--- src/rtl/bin_to_sseg_codes.sv ---
// Formats a binary value (iterative shift-add-3) or a fixed status word into
// 5-bit seven-segment symbol codes, one code per display digit.
module bin_to_sseg_codes #(
  parameter int unsigned DATA_WIDTH = 16,
  parameter int unsigned DIGITS     = 6
) (
  input  logic                    clk,
  input  logic                    rstN,
  input  logic                    start,
  input  logic [1:0]              mode,
  input  logic [DATA_WIDTH-1:0]   value,
  input  logic                    blank_zeros,
  output logic [5*DIGITS-1:0]     codes,
  output logic                    busy,
  output logic                    done
);

  localparam int unsigned CntW = $clog2(DATA_WIDTH + 1);
  localparam logic [CntW-1:0] LastIter = CntW'(DATA_WIDTH - 1);
  localparam logic [4:0] SymOff = 5'd27;

  typedef enum logic [1:0] {StIdle, StConvert, StEmit} state_e;

  state_e                  state_q, state_d;
  logic [DATA_WIDTH-1:0]   shift_q, shift_d;
  logic [4*DIGITS-1:0]     bcd_q, bcd_d;
  logic [CntW-1:0]         cnt_q, cnt_d;
  logic                    blank_q, blank_d;
  logic [5*DIGITS-1:0]     codes_q, codes_d;
  logic                    busy_q, busy_d;
  logic                    done_q, done_d;

  // Status words are right-justified; unused upper digits stay dark.
  function automatic logic [5*DIGITS-1:0] text_codes(input logic [1:0] m);
    logic [5*DIGITS-1:0] r;
    r = {DIGITS{SymOff}};
    unique case (m)
      2'd1:    r[14:0] = {5'd22, 5'd25, 5'd19};
      2'd2:    r[19:0] = {5'd13, 5'd20, 5'd19, 5'd14};
      2'd3:    r[19:0] = {5'd23, 5'd24, 5'd20, 5'd21};
      default: r = {DIGITS{SymOff}};
    endcase
    return r;
  endfunction

  // Digit 0 is never blanked so a zero value still shows "0".
  function automatic logic [5*DIGITS-1:0] number_codes(input logic [4*DIGITS-1:0] bcd,
                                                       input logic              bz);
    logic [5*DIGITS-1:0] r;
    logic                lead;
    logic [3:0]          nib;
    r    = '0;
    lead = bz;
    for (int k = DIGITS - 1; k >= 0; k--) begin
      nib = bcd[4*k +: 4];
      if (lead && nib == 4'd0 && k != 0) begin
        r[5*k +: 5] = SymOff;
      end else begin
        r[5*k +: 5] = {1'b0, nib};
        lead        = 1'b0;
      end
    end
    return r;
  endfunction

  always_comb begin
    logic [4*DIGITS-1:0] adj;
    state_d = state_q;
    shift_d = shift_q;
    bcd_d   = bcd_q;
    cnt_d   = cnt_q;
    blank_d = blank_q;
    codes_d = codes_q;
    busy_d  = (state_q == StConvert);
    done_d  = 1'b0;
    adj     = bcd_q;

    unique case (state_q)
      StIdle: begin
        if (start) begin
          if (mode == 2'd0) begin
            shift_d = value;
            bcd_d   = '0;
            cnt_d   = '0;
            blank_d = blank_zeros;
            state_d = StConvert;
          end else begin
            codes_d = text_codes(mode);
            done_d  = 1'b1;
          end
        end
      end
      StConvert: begin
        for (int k = 0; k < DIGITS; k++) begin
          if (adj[4*k +: 4] >= 4'd5) adj[4*k +: 4] = adj[4*k +: 4] + 4'd3;
        end
        {bcd_d, shift_d} = {adj, shift_q} << 1;
        cnt_d = cnt_q + 1'b1;
        if (cnt_q == LastIter) state_d = StEmit;
      end
      StEmit: begin
        codes_d = number_codes(bcd_q, blank_q);
        done_d  = 1'b1;
        state_d = StIdle;
      end
      default: state_d = StIdle;
    endcase
  end

  always_ff @(posedge clk) begin
    if (!rstN) begin
      state_q <= StIdle;
      shift_q <= '0;
      bcd_q   <= '0;
      cnt_q   <= '0;
      blank_q <= 1'b0;
      codes_q <= {DIGITS{SymOff}};
      busy_q  <= 1'b0;
      done_q  <= 1'b0;
    end else begin
      state_q <= state_d;
      shift_q <= shift_d;
      bcd_q   <= bcd_d;
      cnt_q   <= cnt_d;
      blank_q <= blank_d;
      codes_q <= codes_d;
      busy_q  <= busy_d;
      done_q  <= done_d;
    end
  end

  assign codes = codes_q;
  assign busy  = busy_q;
  assign done  = done_q;

endmodule
--- config.mk ---
export PLATFORM = sky130hd
export DESIGN_NAME = bin_to_sseg_codes
export DESIGN_NICKNAME = d
export VERILOG_FILES = /design/src/rtl/bin_to_sseg_codes.sv
export SDC_FILE = /design/constraint.sdc
export NUM_CORES = 1
export LEC_CHECK = 0
export BUFFER_PORTS_ARGS = -buffer_cell sky130_fd_sc_hd__buf_2
export CORE_ASPECT_RATIO = 0.8
export CORE_MARGIN = 1.5
export CORE_UTILIZATION = 35
export DETAILED_ROUTE_END_ITERATION = 8
export PLACE_DENSITY = 0.51
export SLEW_MARGIN = 20
export SYNTH_ARGS = -nofsm -noshare
export SYNTH_HDL_FRONTEND = slang
export SYNTH_SLANG_ARGS = --single-unit
--- constraint.sdc ---
create_clock -name clk -period 5.07 [get_ports clk]
set_input_delay 0.7605 -clock clk [delete_from_list [all_inputs] [get_ports clk]]
set_output_delay 0.7605 -clock clk [all_outputs]
set_load 0.01 [all_outputs]
==> reports/qor.csv <==
metric;value;unit
status;finished, final reports clean;
syn_area;3640;sq um
die_w;117;um
grt_pass1_vias;2985;
yosysMostFrequentCell;dfxtp_1;
drtAntennaViolNets;0;
fmaxAchievable;363;MHz
netlist.area_leader.share;44.0;%
vdd_drop_max;0.000193;V
ios;54;
pre_cts_slack;1.96;ns
hp-class;register to register;
detail_route.first_pass.iterations;4;
avgViaCountPerCell;5.31;
timing.rr.start;state_q[0];
syn-instance-count;399;
synthTopCellsByArea;dfxtp_1 (44%), ha_1 (8.6%), nor2_1 (5.2%), o221ai_1 (3.4%), nand2_1 (2.8%);
place_inst;572;
worst_ep_arrival_time;3.00;ns
vias;3123;
hold_end;codes[29];
synthArstFlopShare;0;%
yosys_warnings;0;
cts_tree;built;
holdPathStages;2;
die_h;94.2;um
p_leak;1.73;nW
period_minus_slack;2.76;ns
hold_ws;0.441;ns
rows;33;
initial_core_util;35.7;%
finalMaxSlewViolations;0;
slew_headroom;26.9;%
h-tree-depth;3;
path_max_fanout;16;
synth-edff-count;0;
reg2reg_slack;2.65;ns
instances_no_fill;588;
yosysSeqAreaShare;44.0;%
power_density;351;nW/um^2
worst_pin_slew;1.09;ns
period_share;54.4;%
min_from;codes[29];
syn_nets;446;
finalPower;1.52;mW
netlist.top_cell.by_area;dfxtp_1;
skew;0.00707;ns
hpwl;6700;um
final_core_util;42.5;%
port_buffers;53;
drt-total-wl;9790;um
drtIter0Drc;163;
ys_ff_latch;80;
postCtsSetupRepairBufs;0;
grt_first_pass_wirelength;15700;um
synth_area_per_cell;9.12;sq um
crit_type;input pin to register;
grt_max_degree;36;
cp.required;5.31;ns
dpl-instance-area;4000;sq um
cts_hold_buf;0;
drc;0;
synth_commonest_cells;dfxtp_1 (80), nor2_1 (50), nand2_1 (27), ha_1 (25), a21oi_1 (20);
cts.clk_slew.worst_paths;0.06;ns
clock_latency;0.34;ns
r2r_cells;4;
worstReg2RegEnd;bcd_q[18];
synth_cell_type_count;51;
die_area;11000;sq um
final_area;4340;sq um
rsz0062_at_grt;no;
grtUsageTotal;19.0;%
layout-drive-gt1-share;17.9;%
area_delta_synth_final;19.3;%
antenna_found_initial;0;
setup_violations;0;
antenna_cells;0;
synthFlopType;dfxtp_1;
drv_cap;0;
clock_path_buffers;2;
cp-end-kind;register;
core;10200;sq um
cts_root_buffer;clkbuf_16;
cts-buffers-inserted;9;
start_kind;input pin;
cts-resized-gates;0;
place_congestion;0.781;
fin_tns_setup;0;ns
final_hold_viol_count;0;
cts.sinks;80;
grt_overflow;0;
finalWorstSetupSlack;2.31;ns
nNetsFinal;490;
routedWlPerCell;16.6;um
-- placed cells by master, fill, tap and decap left out, types with 3 or more instances in the layout --
cell type   n
nand4_1     3
a31oi_1     4
xnor2_1     6
ha_1       25
inv_1      19
buf_2      53
nand2b_1    8
o2bb2ai_1   3
o31ai_1     8
a22o_1      4
o211ai_1    7
o21ai_0    17
mux2i_1     5
nand3_1     4
a32o_1      6
nor2_1     50
and3_1      4
a22oi_1     3
a211oi_1    3
o22ai_1    15
a21oi_1    20
nor3b_1     5
nand2_1    27
o32ai_1     4
dfxtp_1    80
mux2_2      3
clkbuf_8    3
nor3_1      5
o221ai_1   14
clkbuf_16   9
buf_4       3
-- sequential cells by signal, summed over array words and instances (netlist names) --
signal / cells
bcd_q: 24
blank_q: 1
cnt_q: 5
state_q: 2
shift_q: 16
done: 1
codes: 30
busy: 1
-- worst max path at each step --
stage	to	from	cells past startpoint	slack, ns
2_1_floorplan	codes[0]	mode[0]	6	2.99
3_3_place_gp	bcd_q[18]	mode[0]	7	2.08
3_5_place_dp	bcd_q[18]	mode[0]	7	1.96
4_1_cts	bcd_q[18]	mode[0]	7	2.33
5_1_grt	bcd_q[18]	mode[0]	7	2.18
6_report	bcd_q[18]	mode[0]	7	2.31
-- worst max-delay path, stage by stage --
cell and delay, ns:
buf_2 0.12, inv_1 0.10, ha_1 0.24, a21oi_1 0.15, nor2_1 0.85, nor2_1 0.40, a22o_2 0.37
-- logic make-up after synthesis --
group	synth area share, %
AOI/OAI and AO/OA	22.7
xor gates and xnor gates	1.69
adders and majority gates	8.60
buffers and inverters	4.71
DFF	44.0
muxes	2.30
and+or+nand+nor	15.9
-- final cells by class --
cell class / count / area [sq um]
Fill cell: 1055 / 5860
Tap cell: 140 / 175
Multi-Input combinational cell: 276 / 1860
Sequential cell: 80 / 1600
Clock buffer: 14 / 274
Inverter: 20 / 75.1
Clock inverter: 2 / 60.1
Timing Repair Buffer: 56 / 288
-- metal layers --
metal	track usage, %	vias to the layer above	part of all wire [%]
met4	3.92	0	0.80
met1	26.0	1515	51
met3	6.13	10	4.2
met5	0	-	0
li1	-	1548	-
met2	29.4	50	44
-- power by group --
| part | internal (mW) | switching (mW) | total [mW] |
|---|---|---|---|
| Combinational | 0.0468 | 0.0789 | 0.126 |
| Sequential | 0.654 | 0.0149 | 0.669 |
| Clock | 0.472 | 0.254 | 0.726 |
| Total | 1.17 | 0.348 | 1.52 |
(Power assumes the default switching activity.)
